<file path="src/rtl/pwm_servo_multi_if.sv">
`default_nettype none
// ============================================================================
// Module   : pwm_servo_multi_if
// Purpose  : Control/status bundle for the multi-channel servo pulse
//            generator: enable, per-channel mode and trim push inputs in,
//            pulse outputs, frame strobe, ramp flags and trim readback out.
// Revision : 1.0 - initial release
// ============================================================================
interface pwm_servo_multi_if #(
  parameter int CH = 2,
  parameter int TW = 16
);
  logic              enable;
  logic [2*CH-1:0]   mode;
  logic [CH-1:0]     trim_up;
  logic [CH-1:0]     trim_dn;
  logic [CH-1:0]     trim_clr;
  logic [CH-1:0]     pwm_out;
  logic              frame_start;
  logic [CH-1:0]     ramping;
  logic [CH*TW-1:0]  trim_val;

  // Controller side: drives the requests, observes the outputs.
  modport master (
    output enable, mode, trim_up, trim_dn, trim_clr,
    input  pwm_out, frame_start, ramping, trim_val
  );

  // Pulse generator side.
  modport slave (
    input  enable, mode, trim_up, trim_dn, trim_clr,
    output pwm_out, frame_start, ramping, trim_val
  );
endinterface
`default_nettype wire

</file>
<file path="src/rtl/pwm_servo_multi.sv">
`default_nettype none
// ============================================================================
// Module   : pwm_servo_multi
// Purpose  : CH-channel servo/ESC pulse generator sharing one frame counter.
//            Each channel picks stop/forward/reverse, carries a saturating
//            signed trim, and slews its pulse width by at most RAMP_STEP per
//            frame. Widths only change on the frame boundary, so every
//            emitted pulse is a complete, glitch-free pulse.
// Revision : 1.0 - initial release
// ============================================================================
module pwm_servo_multi #(
  parameter int CH        = 2,
  parameter int CW        = 20,
  parameter int TW        = 16,
  parameter int PERIOD    = 500000,
  parameter int NEUTRAL   = 75260,
  parameter int SPAN      = 5000,
  parameter int TRIM_STEP = 100,
  parameter int TRIM_MAX  = 20000,
  parameter int RAMP_STEP = 250
) (
  input  wire logic        m_clock,
  input  wire logic        p_reset,
  pwm_servo_multi_if.slave bus
);

  // --------------------------------------------------------------------------
  // Elaboration-time sanity checks on the parameter set
  // --------------------------------------------------------------------------
  if ((PERIOD < 2) || ((PERIOD - 1) >= (1 << CW))) begin : g_bad_period
    $error("pwm_servo_multi: PERIOD-1 must fit in CW bits");
  end
  if ((NEUTRAL - SPAN - TRIM_MAX) < 1) begin : g_bad_low
    $error("pwm_servo_multi: NEUTRAL-SPAN-TRIM_MAX must be >= 1");
  end
  if ((NEUTRAL + SPAN + TRIM_MAX) > (PERIOD - 1)) begin : g_bad_high
    $error("pwm_servo_multi: NEUTRAL+SPAN+TRIM_MAX must be <= PERIOD-1");
  end
  if ((CW + 2) <= TW) begin : g_bad_tw
    $error("pwm_servo_multi: TW must be narrower than CW+2");
  end

  // --------------------------------------------------------------------------
  // Constants in the widths they are used at
  // --------------------------------------------------------------------------
  localparam logic [CW-1:0]        LAST      = CW'(PERIOD - 1);
  localparam logic [CW-1:0]        NEUTRAL_W = CW'(NEUTRAL);
  localparam logic [CW-1:0]        RAMP_W    = CW'(RAMP_STEP);
  localparam logic signed [CW+1:0] NEUTRAL_S = (CW+2)'(NEUTRAL);
  localparam logic signed [CW+1:0] SPAN_S    = (CW+2)'(SPAN);
  localparam logic signed [CW+1:0] RAMP_S    = (CW+2)'(RAMP_STEP);
  localparam logic signed [TW:0]   TSTEP_S   = (TW+1)'(TRIM_STEP);
  localparam logic signed [TW:0]   TMAX_S    = (TW+1)'(TRIM_MAX);
  localparam logic signed [TW:0]   TMIN_S    = -TMAX_S;

  // --------------------------------------------------------------------------
  // Shared frame timing
  // --------------------------------------------------------------------------
  logic [CW-1:0]    count;
  logic             en_q;
  logic             frame_start;
  logic             bnd;
  logic [CH-1:0]    pwm_vec;
  logic [CH-1:0]    ramp_vec;
  logic [CH*TW-1:0] trim_vec;

  // Last cycle of the frame: the only instant channel state may change.
  assign bnd = (count == LAST);

  // Frame counter, frame-sampled enable and the frame strobe. The strobe is
  // registered from count==0 so it lines up with the registered pulses.
  always_ff @(posedge m_clock or negedge p_reset) begin
    if (!p_reset) begin
      count       <= '0;
      en_q        <= 1'b0;
      frame_start <= 1'b0;
    end else begin
      count       <= bnd ? '0 : count + CW'(1);
      frame_start <= (count == '0);
      if (bnd) begin
        en_q <= bus.enable;
      end
    end
  end

  // --------------------------------------------------------------------------
  // Per-channel trim, target, slew and pulse generation
  // --------------------------------------------------------------------------
  for (genvar i = 0; i < CH; i++) begin : g_ch
    logic [1:0]             ch_mode;
    logic signed [TW-1:0]   trim;
    logic signed [TW-1:0]   trim_next;
    logic signed [TW:0]     trim_up_v;
    logic signed [TW:0]     trim_dn_v;
    logic [CW-1:0]          width;
    logic [CW-1:0]          width_ramp;
    logic signed [CW+1:0]   offset;
    logic signed [CW+1:0]   target;
    logic signed [CW+1:0]   width_s;
    logic signed [CW+1:0]   diff;
    logic                   pwm;

    assign ch_mode = bus.mode[2*i +: 2];

    // Target width, slew-limited candidate width and next trim value.
    always_comb begin
      offset     = '0;
      target     = '0;
      width_s    = '0;
      diff       = '0;
      width_ramp = width;
      trim_up_v  = '0;
      trim_dn_v  = '0;
      trim_next  = trim;

      case (ch_mode)
        2'b01:   offset = SPAN_S;
        2'b10:   offset = -SPAN_S;
        default: offset = '0;
      endcase

      // Operands are sized so NEUTRAL +/- SPAN +/- TRIM_MAX cannot overflow.
      target  = NEUTRAL_S + offset + {{(CW+2-TW){trim[TW-1]}}, trim};
      width_s = $signed({2'b00, width});
      diff    = target - width_s;

      if (diff > RAMP_S) begin
        width_ramp = width + RAMP_W;
      end else if (diff < -RAMP_S) begin
        width_ramp = width - RAMP_W;
      end else begin
        width_ramp = target[CW-1:0];
      end

      // One extra bit of headroom lets the saturation compare see overflow.
      trim_up_v = {trim[TW-1], trim} + TSTEP_S;
      trim_dn_v = {trim[TW-1], trim} - TSTEP_S;

      if (bus.trim_clr[i]) begin
        trim_next = '0;
      end else if (bus.trim_up[i] && bus.trim_dn[i]) begin
        trim_next = trim;
      end else if (bus.trim_up[i]) begin
        trim_next = (trim_up_v > TMAX_S) ? TMAX_S[TW-1:0] : trim_up_v[TW-1:0];
      end else if (bus.trim_dn[i]) begin
        trim_next = (trim_dn_v < TMIN_S) ? TMIN_S[TW-1:0] : trim_dn_v[TW-1:0];
      end
    end

    // Channel state updates on the boundary; the pulse is compared every
    // cycle. A disabled channel jumps straight to target so re-enabling
    // starts from the commanded width without a ramp.
    always_ff @(posedge m_clock or negedge p_reset) begin
      if (!p_reset) begin
        trim  <= '0;
        width <= NEUTRAL_W;
        pwm   <= 1'b0;
      end else begin
        pwm <= en_q & (count < width);
        if (bnd) begin
          trim  <= trim_next;
          width <= en_q ? width_ramp : target[CW-1:0];
        end
      end
    end

    assign pwm_vec[i]            = pwm;
    assign ramp_vec[i]           = (width_s != target);
    assign trim_vec[i*TW +: TW]  = trim;
  end

  assign bus.pwm_out     = pwm_vec;
  assign bus.frame_start = frame_start;
  assign bus.ramping     = ramp_vec;
  assign bus.trim_val    = trim_vec;

endmodule
`default_nettype wire

</file>
<file path="src/flat_wrapper.sv">
// flat-port wrapper written by rule: the top's interface ports become plain ports
module pwm_servo_multi_flat 
#(
  parameter int CH        = 2,
  parameter int CW        = 20,
  parameter int TW        = 16,
  parameter int PERIOD    = 500000,
  parameter int NEUTRAL   = 75260,
  parameter int SPAN      = 5000,
  parameter int TRIM_STEP = 100,
  parameter int TRIM_MAX  = 20000,
  parameter int RAMP_STEP = 250
)
  (m_clock, p_reset, bus_enable, bus_mode, bus_trim_up, bus_trim_dn, bus_trim_clr, bus_pwm_out, bus_frame_start, bus_ramping, bus_trim_val);
  pwm_servo_multi_if #(.CH(CH), .TW(TW)) bus_i ();
  input  wire logic m_clock;
  input  wire logic p_reset;
  input wire logic [$bits(bus_i.enable)-1:0] bus_enable;
  input wire logic [$bits(bus_i.mode)-1:0] bus_mode;
  input wire logic [$bits(bus_i.trim_up)-1:0] bus_trim_up;
  input wire logic [$bits(bus_i.trim_dn)-1:0] bus_trim_dn;
  input wire logic [$bits(bus_i.trim_clr)-1:0] bus_trim_clr;
  output wire logic [$bits(bus_i.pwm_out)-1:0] bus_pwm_out;
  output wire logic [$bits(bus_i.frame_start)-1:0] bus_frame_start;
  output wire logic [$bits(bus_i.ramping)-1:0] bus_ramping;
  output wire logic [$bits(bus_i.trim_val)-1:0] bus_trim_val;
  assign bus_i.enable = bus_enable;
  assign bus_i.mode = bus_mode;
  assign bus_i.trim_up = bus_trim_up;
  assign bus_i.trim_dn = bus_trim_dn;
  assign bus_i.trim_clr = bus_trim_clr;
  assign bus_pwm_out = bus_i.pwm_out;
  assign bus_frame_start = bus_i.frame_start;
  assign bus_ramping = bus_i.ramping;
  assign bus_trim_val = bus_i.trim_val;
  pwm_servo_multi #(.CH(CH), .CW(CW), .TW(TW), .PERIOD(PERIOD), .NEUTRAL(NEUTRAL), .SPAN(SPAN), .TRIM_STEP(TRIM_STEP), .TRIM_MAX(TRIM_MAX), .RAMP_STEP(RAMP_STEP)) u_core (.m_clock(m_clock), .p_reset(p_reset), .bus(bus_i));
endmodule
</file>
<file path="config.mk">
export PLATFORM = sky130hd
export DESIGN_NAME = pwm_servo_multi_flat
export DESIGN_NICKNAME = d
export VERILOG_FILES = /design/src/rtl/pwm_servo_multi_if.sv /design/src/rtl/pwm_servo_multi.sv /design/src/flat_wrapper.sv
export SDC_FILE = /design/constraint.sdc
export NUM_CORES = 1
export LEC_CHECK = 0
export CORE_ASPECT_RATIO = 2
export CORE_UTILIZATION = 45
export DETAILED_ROUTE_END_ITERATION = 8
export PLACE_DENSITY = 0.7
export SLEW_MARGIN = 5
export SYNTH_ARGS = -nofsm -noshare
export SYNTH_HDL_FRONTEND = slang
export SYNTH_SLANG_ARGS = --single-unit
export TNS_END_PERCENT = 50
</file>
<file path="constraint.sdc">
create_clock -name m_clock -period 7.06 [get_ports m_clock]
set_input_delay 1.412 -clock m_clock [delete_from_list [all_inputs] [get_ports m_clock]]
set_output_delay 1.412 -clock m_clock [all_outputs]
set_load 0.01 [all_outputs]
</file>
# After elaboration in Yosys (flattened, before gate mapping)
# Index checks and enable logic that the tools add are counted.
[totals]
reg_bits = 96
out_inout_bits = 37
[op_classes]
order_cmp = 10
bitwise = 2
n_mux = 21
n_reduce_logical = 7
add_sub_neg = 15
eq_ne = 9
[ops]
columns = ["cell", "n"]
rows = [
  ["16-bit 2-to-1 mux", 12],
  ["20-bit 2-to-1 mux", 7],
  ["22-bit one-hot mux with 2 select lines", 2],
  ["17-bit by 22-bit adder with 22-bit output (first input constant)", 2],
  ["22-bit adder", 2],
  ["22-bit by 9-bit greater-than comparator with 1-bit output (second input constant)", 2],
  ["22-bit by 9-bit less-than comparator with 1-bit output (second input constant)", 2],
  ["21-bit by 22-bit inequality test with 1-bit output", 2],
  ["22-bit by 21-bit subtractor with 22-bit output", 2],
  ["20-bit by 8-bit adder with 20-bit output (second input constant)", 2],
  ["20-bit less-than comparator", 2],
  ["20-bit by 8-bit subtractor with 20-bit output (second input constant)", 2],
  ["16-bit by 8-bit adder with 17-bit output (second input constant)", 2],
  ["17-bit by 16-bit greater-than comparator with 1-bit output (second input constant)", 2],
  ["17-bit by 16-bit less-than comparator with 1-bit output (second input constant)", 2],
  ["16-bit by 8-bit subtractor with 17-bit output (second input constant)", 2],
  ["20-bit by 1-bit adder with 20-bit output (second input constant)", 1],
  ["20-bit by 19-bit == test with 1-bit output (second input constant)", 1],
  ["20-bit zero test", 1],
  ["3-bit AND reduction", 2],
  ["3-bit nonzero test", 2],
  ["2-bit by 1-bit == test with 1-bit output (second input constant)", 2],
  ["2-bit == test (second input constant)", 2],
  ["2-bit inequality test (second input constant)", 2],
  ["other kinds (2)", 4],
]

# Depth between registers and ports, before layout
[logic_depth]
ltp_word = 9
depth_mapped = 28

# Least setup slack after synthesis
# OpenSTA, ideal clock, no wires.
[synth_path]
path_kind = "input -> register"
start = "input bus_mode[0]"
end = "register u_core.g_ch[0].width[16]"
required_time_ns = 6.977
path_stages = 24
setup_time_ns = 0.083
arrival_time_ns = 6.915
path_slack_ns = 0.062
cell_sequence = "inv_1 -> ha_1 -> ha_1 -> inv_1 -> ha_1 -> fa_1 -> a21oi_1 -> o211ai_1 -> a2111oi_0 -> o41ai_1 -> a21o_1 -> a21oi_1 -> xnor2_1 -> ha_1 -> clkbuf_1 -> nand4_1 -> nor4_1 -> o311ai_0 -> a2111o_1 -> or4_4 -> o21ai_2 -> mux2i_1 -> mux2_2 -> a221o_1"
[synth_via]
elab_chain_len = 9
[synth_lines]
columns = ["element", "line_no", "rtl"]
rows = [
  ["from (decl)", "flat_wrapper.sv:19", "input wire logic [$bits(bus_i.mode)-1:0] bus_mode;"],
  ["2-bit == test or 2-bit by 1-bit == test with 1-bit output (tied branches)", "pwm_servo_multi.sv:116", "case (ch_mode)"],
  ["22-bit one-hot mux with 2 select lines *", "pwm_servo_multi.sv:116", ""],
  ["17-bit by 22-bit adder with 22-bit output *", "pwm_servo_multi.sv:123", "target = NEUTRAL_S + offset + {{(CW+2-TW){trim[TW-1]}}, trim};"],
  ["22-bit adder *", "pwm_servo_multi.sv:123", ""],
  ["22-bit by 21-bit subtractor with 22-bit output", "pwm_servo_multi.sv:125", "diff = target - width_s;"],
  ["22-bit by 9-bit less-than comparator with 1-bit output", "pwm_servo_multi.sv:129", "end else if (diff < -RAMP_S) begin"],
  ["20-bit 2-to-1 mux", "pwm_servo_multi.sv:129", ""],
  ["20-bit 2-to-1 mux", "pwm_servo_multi.sv:127", "if (diff > RAMP_S) begin"],
  ["20-bit 2-to-1 mux *", "pwm_servo_multi.sv:162", "width <= en_q ? width_ramp : target[CW-1:0];"],
  ["to (signal assigned)", "pwm_servo_multi.sv:162", ""],
  ["to (decl)", "pwm_servo_multi.sv:95", "logic [CW-1:0] width;"],
]
# Every way passes the cells marked *; elsewhere a longest branch is shown, timed or not.
# A chain may end at the register's enable or synchronous reset.

# Final worst setup path
[layout_path]
start = "input bus_mode[0]"
end = "register u_core.g_ch[0].width[15]"
# Same word-level chain as after synthesis.

==> metrics.md <==
| Metric | Value |
|---|---|
| Clock transition at the registers of the reported paths | `roughly 0.07 ns` |
| Root Driver | `clkbuf_16` |
| Worst Setup Start Kind | `input pin` |
| Post-synth ARST share | `1.000` |
| Ant diodes | `0` |
| Die area | `around 31000 um2` |
| Top cell type's share of synthesized area | `0.1408` |
| Status | `finished, violations left` |
| Register area share after synthesis | `0.1734` |
| Max Cap Viol | `1` |
| Detailed placement HPWL | `37760 um` |
| Total power | `2.517 mW` |
| Area contributors post-synth | `ha_1, dfrtp_1, a21oi_1` |
| Vias in the first global route | `between 15000 and 20000` |
| Number of synthesized flops with an enable pin | `0` |
| Routability Congestion | `0.9853` |
| Compound-gate portion of the synthesized area | `0.3006` |
| Clock sinks | `roughly 90` |
| Synth Area in XOR/XNOR | `0.06200` |
| CTS tree | `done` |
| Violated checks | `capacitance limit, slew limit` |
| First-pass iteration count of the detailed router | `6` |
| Cell area after synthesis | `~13000 um2` |
| Hold WC Path Type | `flip-flop to flip-flop` |
| Critical Path RT | `approximately 7.3 ns` |
| Largest area contributor in the netlist | `ha_1` |
| Largest family of logic cells by synthesized area | `compound AO/OA/AOI/OAI gates` |
| Min Hold Slack | `0.5333 ns` |
| CP bufs+invs | `10` |
| Die W | `between 100 and 150 um` |
| Period utilization | `0.9985` |
| R2R cell count | `27` |
| H-tree depth | `3` |
| CP Class | `input pin to flip-flop` |
| TritonCTS Buffers | `9` |
| Std cell rows | `89` |
| Flop pwr share | `0.218` |
| R2R Path Start | `u_core.g_ch[1].trim[4]` |
| Comb power frac | `0.577` |
| DR WL/cell | `20.23 um` |
| CP Max Fanout | `9` |
| Synth warn | `0` |
| CP endpoint kind | `flip-flop` |
| Switching share of power | `0.4101` |
| Fmax | `141.9 MHz` |
| Fin nets | `between 2000 and 2500` |
| Hold buffer count at cts | `0` |
| Final Non-Filler Cells | `approximately 2400` |
| Post-synthesis cell count | `between 1500 and 2000` |
| Switching pwr | `about 1.0 mW` |
| Reg2Reg Setup Slack | `roughly 0.83 ns` |
| Crit path DAT | `between 7 and 8 ns` |
| Crit path max-delay family | `compound AO/OA/AOI/OAI gates` |
| Slew HR | `-0.1085` |
| Syn avg cell area | `7.460 um2` |
| Remaining antenna violation count | `0` |
| Skew final | `between 0.009 and 0.01 ns` |
| Largest net degree at the start of global routing | `62` |
| Port Buffers | `45` |
| Final hold vios | `0` |
| Top FF cell, synth | `dfrtp_1` |
| Tightest Pin Transition | `1.641 ns` |
| Total number of vias | `15356` |
| Final TNS setup | `0 ns` |
| Fillers | `2743` |
| Setup violators final | `0` |
| Layout area overhead | `26.66%` |
| Starting Density | `0.4565` |
| Post-Route Utilization | `0.5782` |
| Clock latency on the worst-skew pair | `between 0.3 and 0.4 ns` |
| CP max stage delay | `~1.4 ns` |
| # IOs | `50` |
| First-pass GRT wire length | `around 76000 um` |
| DP Cell Count | `2382` |
| RSZ-0062 raised after global routing | `true` |
| Pins over their slew limit | `2` |
| Clock share of power | `0.205` |
| Hold wc startpoint | `u_core.g_ch[0].width[7]` |
| Yosys reg bits | `92` |
| Mux share of post-synthesis cell area | `0.01445` |
| First DRT Iteration DRCs | `roughly 1100` |
| Total GRT Usage | `0.3203` |
| Core area | `a little under 30000 um2` |
| Post-route minimum period | `7.050 ns` |
| Max Root-Sink Buffers | `2` |
| Initial antenna violation count | `0` |
| Pwr/cell area | `148.1 nW/um2` |
| Hold EP | `u_core.g_ch[0].width[7]` |
| Yosys cell types | `95` |
| Slowest stage cell on the critical path | `o41ai_1` |
| Share of cells above drive strength 1 | `0.2141` |
| Post-Synth Adder-Cell Area | `0.1438` |
| Hold depth | `2` |
| Total wire length | `between 40000 and 50000 um` |
| Pleak | `~7.7 nW` |
| Vias per std cell | `6.348` |
| Peak VDD IR | `between 100 and 150 uV` |
| P_int | `1.485 mW` |
| DIE HEIGHT | `246.2 um` |
| Simple-gate share of the synthesized area | `0.2312` |
| Reg2reg end | `u_core.g_ch[1].width[16]` |
| Drt drc | `0` |
| Grt total ovfl | `0` |
[timing repair]
| action | 4_1_cts | 5_1_grt |
|---|---|---|
| endpoints found under the setup margin | 42 | 42 |
| gates resized for setup | 52 | 84 |
| cloned | 0 | 1 |
| pin swaps | 45 | 59 |
| setup buffers | 12 | 11 |
[placed cells by master (no fill, tap or decap), drive strengths merged, types with 38 or more instances in the layout]
| cell | synthesis | layout |
|---|---|---|
| a21o | 40 | 40 |
| a21oi | 115 | 115 |
| buf | 23 | 295 |
| clkdlybuf4s50 | 0 | 38 |
| dfrtp | 72 | 72 |
| ha | 151 | 151 |
| inv | 148 | 148 |
| nand2 | 144 | 144 |
| nand3 | 71 | 71 |
| nor2 | 112 | 112 |
| nor3 | 71 | 71 |
| o21ai | 116 | 116 |
| xnor2 | 63 | 63 |
[metal layers]
layer | up-vias | global-route usage | wire (um)
met5 | - | 0 | 0
met4 | 0 | 0.2787 | 4480
met3 | 247 | 0.05694 | 2371
met2 | 608 | 0.5666 | 25350
met1 | 7312 | 0.3094 | 16730
li1 | 7189 | - | -
[worst max path at each step]
stage / from / endpoint / slack (ns) / cells past startpoint
after global placement: bus_mode[0] / u_core.g_ch[0].width[19] / -0.82 / 27
after CTS: bus_mode[0] / u_core.g_ch[0].width[16] / 0.01 / 26
after global routing: bus_mode[0] / u_core.g_ch[0].width[12] / -0.07 / 30
after detailed placement: bus_mode[0] / u_core.g_ch[0].width[19] / -0.95 / 27
final: bus_mode[0] / u_core.g_ch[0].width[15] / 0.01 / 26
after floorplan: bus_mode[0] / u_core.g_ch[0].width[16] / 0.06 / 24
[logic make-up (layout without fill, tap and decap cells)]
family                   Yosys count  in the layout
buffers and inverters            250            503
multiplexers                      19             19
other                              1              4
XOR/XNOR                          95             95
flip-flops                        92             92
AO/OA/AOI/OAI                    579            579
AND/OR/NAND/NOR                  610            610
adder cells (fa/ha/maj)          153            153
[per-stage QoR]
stage | instance area [um2] | worst slack, ns
after floorplan | 13430 | 0.06159
after global placement | 15980 | -0.8240
after detailed placement | 15980 | -0.9540
after CTS | 16560 | 0.01454
after global routing | 17000 | -0.07259
final | 17000 | 0.01038
[tightest hold or removal path: stages (launching register included)]
cell and delay (ns):
dfstp_2 0.39, nand2_1 0.05, o211ai_1 0.08
[synthesized netlist by cell type (9+ instances only)]
| cell | n |
|---|---|
| ha_1 | 151 |
| inv_1 | 148 |
| nand2_1 | 143 |
| a21oi_1 | 115 |
| o21ai_0 | 113 |
| nor2_1 | 112 |
| clkbuf_1 | 78 |
| dfrtp_1 | 72 |
| nand3_1 | 71 |
| nor3_1 | 71 |
| xnor2_1 | 63 |
| a21o_1 | 40 |
| o211ai_1 | 32 |
| xor2_1 | 32 |
| nor4_1 | 31 |
| nand4_1 | 29 |
| and3_1 | 26 |
| o21a_1 | 24 |
| o22ai_1 | 24 |
| a211oi_1 | 23 |
| or3_1 | 22 |
| a31oi_1 | 21 |
| dfstp_2 | 20 |
| and2_1 | 19 |
| mux2i_1 | 16 |
| o31ai_1 | 16 |
| nand2b_1 | 14 |
| nor2b_1 | 14 |
| a211o_1 | 13 |
| buf_2 | 11 |
| a2111oi_0 | 10 |
| nor3b_1 | 10 |
| o32ai_1 | 10 |
| and4_1 | 9 |
| or2_2 | 9 |
| or4_1 | 9 |
[flip-flops by register name, summed over array words and instances, names as in the netlist]
signal / count
u_core.g_ch.width: 40
u_core.en_q: 1
u_core.count: 20
u_core.bus.frame_start: 1
u_core.g_ch.trim: 28
u_core.g_ch.pwm: 2
[power by group through the flow]
stage                     Sequential, mW  Clock [mW]  Combinational (mW)
after detailed placement           0.558           0                1.33
after floorplan                    0.552           0               0.738
final                              0.549       0.516                1.45
after global placement             0.558           0                1.31
after global routing               0.551       0.540                1.58
after CTS                          0.549       0.524                1.37
[layout make-up]
type	count	area (um2)	share of cell area
Sequential cell	92	2327	0.1369
Timing Repair Buffer	338	2751	0.1619
Multi-Input combinational cell	1460	10600	0.6238
Tap cell	364	455.4	0.02679
Clock buffer	13	250.2	0.01472
Clock inverter	3	46.29	0.002723
Inverter	149	564.3	0.03320
No activity file was read; power rests on OpenSTA's default activity.
